**src/rtl/fir_out_serializer.sv**
```systemverilog
// fir_out_serializer: buffers 32-bit FIR results in a DEPTH-word FIFO and streams them LSB-first as bytes.
// Define FIR_SER_FRAME_EN to send header byte 8'hA5 ahead of every word.
module fir_out_serializer #(
  parameter int DEPTH  = 2,
  parameter int NBYTES = 4
) (
  input  logic                   clk,
  input  logic                   rst,
  input  logic [31:0]            in_dat,
  input  logic                   in_vld,
  output logic [7:0]             out_dat,
  output logic                   out_vld,
  input  logic                   out_rdy,
  output logic                   busy,
  output logic                   ovf,
  output logic [$clog2(DEPTH):0] level
);

  localparam int AW = $clog2(DEPTH);
  localparam int KW = (NBYTES > 1) ? $clog2(NBYTES) : 1;
  localparam logic [AW:0]   FULL   = (AW+1)'(DEPTH);
  localparam logic [KW-1:0] K_LAST = KW'(NBYTES - 1);

`ifdef FIR_SER_FRAME_EN
  typedef enum logic [1:0] {S_IDLE, S_HDR, S_BYTE} state_t;
  localparam state_t S_FIRST = S_HDR;
`else
  typedef enum logic [1:0] {S_IDLE, S_BYTE} state_t;
  localparam state_t S_FIRST = S_BYTE;
`endif

  logic [31:0]   r_mem [DEPTH];
  logic [AW-1:0] r_wptr;
  logic [AW-1:0] r_rptr;
  logic [AW:0]   r_level;
  state_t        r_state;
  logic [KW-1:0] r_k;
  logic [7:0]    r_out_dat;
  logic          r_out_vld;
  logic          r_busy;
  logic          r_ovf;

  state_t        w_state_nxt;
  logic [KW-1:0] w_k_nxt;
  logic          w_xfer;
  logic          w_pop;
  logic          w_full;
  logic          w_push;
  logic          w_drop;
  logic [AW:0]   w_level_nxt;
  logic [AW-1:0] w_rptr_nxt;
  logic [31:0]   w_head_nxt;
  logic [7:0]    w_out_dat_nxt;
  logic          w_out_vld_nxt;
  logic          w_busy_nxt;

  always_comb begin
    w_xfer      = r_out_vld && out_rdy;
    w_pop       = 1'b0;
    w_state_nxt = r_state;
    w_k_nxt     = r_k;

    case (r_state)
      S_IDLE: begin
        if (r_level != '0) begin
          w_state_nxt = S_FIRST;
          w_k_nxt     = '0;
        end
      end
`ifdef FIR_SER_FRAME_EN
      S_HDR: begin
        if (w_xfer) w_state_nxt = S_BYTE;
      end
`endif
      S_BYTE: begin
        if (w_xfer) begin
          if (r_k == K_LAST) begin
            w_pop   = 1'b1;
            w_k_nxt = '0;
          end else begin
            w_k_nxt = r_k + KW'(1);
          end
        end
      end
      default: w_state_nxt = S_IDLE;
    endcase

    w_full      = (r_level == FULL);
    w_push      = in_vld && (!w_full || w_pop);
    w_drop      = in_vld && w_full && !w_pop;
    w_level_nxt = r_level + (AW+1)'(w_push) - (AW+1)'(w_pop);
    w_rptr_nxt  = w_pop ? r_rptr + AW'(1) : r_rptr;

    if (w_pop) w_state_nxt = (w_level_nxt != '0) ? S_FIRST : S_IDLE;

    // A word pushed on the pop edge of the last stored word is not in memory yet.
    w_head_nxt = (w_push && (r_wptr == w_rptr_nxt)) ? in_dat : r_mem[w_rptr_nxt];

    w_out_vld_nxt = 1'b0;
    w_out_dat_nxt = '0;
    case (w_state_nxt)
`ifdef FIR_SER_FRAME_EN
      S_HDR: begin
        w_out_vld_nxt = 1'b1;
        w_out_dat_nxt = 8'hA5;
      end
`endif
      S_BYTE: begin
        w_out_vld_nxt = 1'b1;
        w_out_dat_nxt = w_head_nxt[{w_k_nxt, 3'b000} +: 8];
      end
      default: ;
    endcase

    w_busy_nxt = (w_level_nxt != '0) || (w_state_nxt != S_IDLE);
  end

  always_ff @(posedge clk) begin
    if (w_push) r_mem[r_wptr] <= in_dat;
  end

  always_ff @(posedge clk) begin
    if (rst) begin
      r_wptr    <= '0;
      r_rptr    <= '0;
      r_level   <= '0;
      r_state   <= S_IDLE;
      r_k       <= '0;
      r_out_dat <= '0;
      r_out_vld <= 1'b0;
      r_busy    <= 1'b0;
      r_ovf     <= 1'b0;
    end else begin
      if (w_push) r_wptr <= r_wptr + AW'(1);
      r_rptr    <= w_rptr_nxt;
      r_level   <= w_level_nxt;
      r_state   <= w_state_nxt;
      r_k       <= w_k_nxt;
      r_out_dat <= w_out_dat_nxt;
      r_out_vld <= w_out_vld_nxt;
      r_busy    <= w_busy_nxt;
      if (w_drop) r_ovf <= 1'b1;
    end
  end

  assign out_dat = r_out_dat;
  assign out_vld = r_out_vld;
  assign busy    = r_busy;
  assign ovf     = r_ovf;
  assign level   = r_level;

endmodule

```
**config.mk**
```make
export PLATFORM = sky130hd
export DESIGN_NAME = fir_out_serializer
export DESIGN_NICKNAME = d
export VERILOG_FILES = /design/src/rtl/fir_out_serializer.sv
export SDC_FILE = /design/constraint.sdc
export NUM_CORES = 1
export LEC_CHECK = 0
export ABC_AREA = 1
export CORE_UTILIZATION = 55
export CTS_CLUSTER_DIAMETER = 100
export DETAILED_ROUTE_END_ITERATION = 10
export GPL_ROUTABILITY_DRIVEN = 0
export MAX_ROUTING_LAYER = met4
export PLACE_DENSITY_LB_ADDON = 0.15
export SYNTH_ARGS = -nofsm -noshare
export SYNTH_HDL_FRONTEND = slang
export SYNTH_SLANG_ARGS = --single-unit
export TNS_END_PERCENT = 30
```
**constraint.sdc**
```tcl
create_clock -name clk -period 3.5 [get_ports clk]
set_input_delay 0.7 -clock clk [delete_from_list [all_inputs] [get_ports clk]]
set_output_delay 0.7 -clock clk [all_outputs]
set_load 0.02 [all_outputs]
```
# Word level (Yosys, flattened, before mapping)
# Memory sizes are Yosys's and may differ from the RTL's.
# Index checks and enable logic that the tools add are counted.
# classes
div_mod_pow	0
shifts	1
order_cmp	0
n_reduce_logical	14
muxes	16
eq_ne	5
add_sub_neg	5
multipliers	0
bitwise	1
# op_table
op	count
$mux 32	1
$shiftx 32x6->8	1
$mux 2	5
$mux 1	8
$pmux 2 s2	2
$reduce_bool 2->1	3
$logic_and 1x1->1	5
$eq 2x1->1 const B	2
$eq 2x2->1 const B	2
$add 1x1->1 const B	2
$add 2x1->2	1
$add 2x1->2 const B	1
$logic_not 1->1	2
$logic_not 2->1	1
$logic_or 1x1->1	2
$reduce_or 2->1	1
$sub 2x1->2	1
$eq 1x1->1	1
$not 1->1	1
# word_totals
rom_bits	0
output_inout_bits	13
memories	1
inputBits	36
wordCells	52
ramBits	64
register_bits	19
latch_bits	0
# mem_list
name	depth	width	rd	rd_clocked_by_memory_dff	write_ports	line_no	rtl
r_mem	2	32	1	0	1	32	logic [31:0] r_mem [DEPTH];

# Logic depth before layout (Yosys ltp)
# depth
word_depth	14
mapped_depth	15

# Worst setup path before layout
# No wires, ideal clock.
# synth_timing
path_kind	in2reg
start	input out_rdy
end	memory r_mem[1][0], enable pin
cell_stages	6
path_slack_ns	0.484
setup_time_ns	0.422
required_ns	3.078
n_path_buf	0
t_arrival_ns	2.593
cell_sequence	nand3_2 > nor2_4 > nor2_1 > nor2_4 > inv_1 > nor2_1
# synth_via
elab_chain_cells	7
# synth_rtl
element	line_no	rtl
from (decl)	13	input logic out_rdy,
$logic_and 1x1->1	58	w_xfer = r_out_vld && out_rdy;
$mux 1	76	if (w_xfer) begin
$mux 1	63	case (r_state)
$logic_or 1x1->1	89	w_push = in_vld && (!w_full || w_pop);
$logic_and 1x1->1	89	
$mux 1	119	if (w_push) r_mem[r_wptr] <= in_dat;
$mux 1 (not written as such)	119	
to (decl)	32	
# No other way between the ends.

# Final worst setup path
# layout_timing
start	input out_rdy
end	register r_out_dat[0], in the netlist out_dat[0]
# layout_via
elab_chain_cells	13
elab_cells_between_ends	21
# layout_rtl
element	line_no	rtl
$logic_and 1x1->1 (*)	58	
$mux 1	76	
$mux 1	63	
$logic_or 1x1->1	89	
$logic_and 1x1->1	89	
$add 2x1->2	91	w_level_nxt = r_level + (AW+1)'(w_push) - (AW+1)'(w_pop);
$sub 2x1->2	91	
$reduce_bool 2->1	94	if (w_pop) w_state_nxt = (w_level_nxt != '0) ? S_FIRST : S_IDLE;
$mux 1	94	
$mux 2	94	
$eq 2x1->1	101	case (w_state_nxt)
$not 1->1 (no line)	--	
$reduce_or 2->1 (no line)	--	
to (signal assigned)	139	r_out_dat <= w_out_dat_nxt;
to (decl)	38	logic [7:0] r_out_dat;
# Mark *: on every way between the ends. The rest lies on a longest branch, timed or not.
# A chain may end at the register's enable or synchronous reset.

==> reports/qor.txt <==
Outcome: completed
Number of max-cap violations: 0
Cell total after placement: 566
Worst setup endpoint: out_dat[0]
Worst setup EP type: register
Sequence of cells on the critical path: clkdlybuf4s50_1 -> nand3_2 -> nor2_4 -> nor2_1 -> nor2_4 -> inv_1 -> ha_1 -> inv_1 -> ha_1 -> xor2_1 -> nand3_1 -> nand3_1 -> clkinv_1 -> nand2_1 -> nor2_1
Max frequency: 0.329 GHz
Worst slack, placed: 137 ps
Row Count: 30
Layout Nets: 520
Vias in the first global route: 2849
Register area share after synthesis: 0.591
DIE WIDTH: 86.1 microns
Grt ovf: 0
Flop2flop setup slack: 680 ps
Setup ws final: 462 ps
Tightest Pin Transition: 594 ps
Synth area leaders: edfxtp_1 49%, nand2_1 14%, dfxtp_1 9.8%, nand3_1 8.2%, inv_1 4.8%
Vias per inst: 5.02
Pins Over Slew Limit: 0
Clock sink count: 83
Worst R2R End: out_dat[0]
Cell Area, Synth: 3890 sq um
DR WL/cell: 13.4 microns
CP bufs+invs: 4
Tot GR Track Use: 0.240
Syn Area/Cell: 9.03 sq um
DP Wirelength: 5190 microns
Min Clock Period, post-route: 3040 ps
Postcts setup bufs: 0
DRC: 0
Post-CTS Hold Fix Bufs: 0
I/O pin total: 49
Clk Tree Root Cell: clkbuf_8
Syn nets: 470
Critical Path Start: out_rdy
Worst reg-to-reg path cell count: 15
Critical Path AT: 3270 ps
# resized after CTS: 0
Router iterations before antenna repair: 4
Number of flops mapped to enable cells by yosys: 64
Syn. warnings: 0
Worst VDD drop: 0.360 mV
WS Path Type: in -> reg
I/O Buffers: 48
Slowest cell on the critical path: clkdlybuf4s50_1
ANT cells: 0
Reg-to-reg critical path startpoint: r_k[0]
Total Wirelength: 7790 microns
Max FO, Critical Path: 8
Vias: 2920
Clock Tree Buf Depth: 2
Placeable Area: 6830 sq um
Period utilization: 0.868
WHS: 480 ps
Fin. Hold Viols: 0
Most used DFF post-synth: edfxtp_1
Pwr Density: 479 nW/um^2
CTS clk-pin slew, worst paths: 80 ps
Die height: 86.1 microns
Initial antenna violation count: 0
Startpoint types: primary input
Initial drt markers: 147
First-pass GRT wire length: 12900 microns
Leakage: 2.01 nW
Setup Skew: 7.96 ps
CP Depth: 15
Number of CTS-inserted buffers: 9
Mapped Cells: 431
Final ANT Viol Nets: 0
Synthesis-stage register bit count: 83
Layout cell share with drive strength beyond 1: 0.0905
Starting density of the core: 0.570
Worst min path class: reg -> reg
Synth top area share: 0.494
Leading area contributor after synthesis: edfxtp_1
Delay-heaviest family, CP: simple AND/OR/NAND/NOR gates
Critical Path RT: 3740 ps
Pin count of the biggest net entering global routing: 30
RSZ-0062 raised after global routing: no
Area Overhead vs Synth: 20.2%
Clk_lat worst skew: 340 ps
Total die area: 7420 sq um
CP max stage delay: 510 ps
CTS tree: done
H-tree depth: 3
# setup viols final: 0
Cell variety after synth: 26
Layout Cells excl Fill: 582
TNS Setup: 0 ps
Rel. slew slack: 0.602
Post-synth ARST share: 0
[power breakdown]
group	total [W]	switching [W]	internal (W)
clock network	0.000760	0.000320	0.000440
logic	0.000324	0.000195	0.000129
registers	0.00116	0.0000228	0.00114
[cells in the final DEF (no fill, tap or decap), types with 3 or more instances in the layout]
| cell | instances |
|---|---|
| nand2_4 | 3 |
| nor2_1 | 33 |
| nand2_2 | 5 |
| nor2_4 | 3 |
| clkbuf_8 | 11 |
| clkdlybuf4s50_1 | 48 |
| a21oi_1 | 9 |
| ha_1 | 3 |
| nor2_2 | 3 |
| buf_4 | 6 |
| dfxtp_1 | 19 |
| nand2_1 | 145 |
| inv_1 | 50 |
| nand3_1 | 64 |
| inv_2 | 4 |
| edfxtp_1 | 64 |
[synth_stat cells (3+ instances only)]
library cell / instances
ha_1: 3
a21oi_1: 9
nor2_1: 35
buf_4: 3
inv_2: 4
dfxtp_1: 19
edfxtp_1: 64
nand2_2: 5
buf_2: 8
nand2_4: 3
nor2_4: 3
nand3_1: 64
nand2_1: 145
inv_1: 50
[registers in the layout, summed over array words and instances (netlist names)]
signal	cells
busy	1
r_k	2
r_rptr	1
r_wptr	1
out_dat	8
r_state	2
level	2
out_vld	1
r_mem	64
ovf	1
[layer usage]
layer	GRT usage	routed length (microns)	vias up
met5	-	0	-
met4	0.0818	116	0
met3	0.0606	415	12
met2	0.398	3990	77
met1	0.285	3260	1348
li1	-	-	1483
[tightest hold or removal path: stages, from the launching register on]
cell and delay, ps:
dfxtp_1 330, a21oi_1 40, nor2_1 70
[stage by stage]
step,area (sq um),power (W),util
floorplan,3890,0.00138,-
global placement,4450,0.00150,0.652
detailed placement,4450,0.00150,0.652
CTS,4680,0.00226,0.685
global route,4680,0.00235,0.685
finish,4680,0.00224,0.685
[worst min-delay path by stage]
stage	slack, ps	endpoint	from	cells past startpoint
after CTS	490	ovf	ovf	2
after global placement	470	ovf	ovf	2
final	480	ovf	ovf	2
after floorplan	540	r_wptr	r_wptr	2
after global routing	510	ovf	ovf	2
after detailed placement	470	ovf	ovf	2
[cell type report]
| class | instances | area (sq um) |
|---|---|---|
| Sequential cell | 83 | 2300 |
| Fill cell | 559 | 2150 |
| Multi-Input combinational cell | 278 | 1300 |
| Timing Repair Buffer | 54 | 526 |
| Inverter | 55 | 206 |
| Clock buffer | 12 | 155 |
| Tap cell | 96 | 120 |
| Clock inverter | 4 | 72.6 |
[logic make-up (layout without fill, tap and decap cells)]
| family | count (synthesis) | in the layout | share of synthesized area |
|---|---|---|---|
| fa+ha+maj | 3 | 3 | 0.00964 |
| flops | 83 | 83 | 0.591 |
| xor+xnor | 2 | 2 | 0.00450 |
| other cells | 1 | 1 | 0.000963 |
| compound gates | 12 | 12 | 0.0199 |
| buf+inv | 70 | 125 | 0.0768 |
| simple gates | 260 | 260 | 0.297 |
Note: power is estimated with default switching activity, not from simulation.
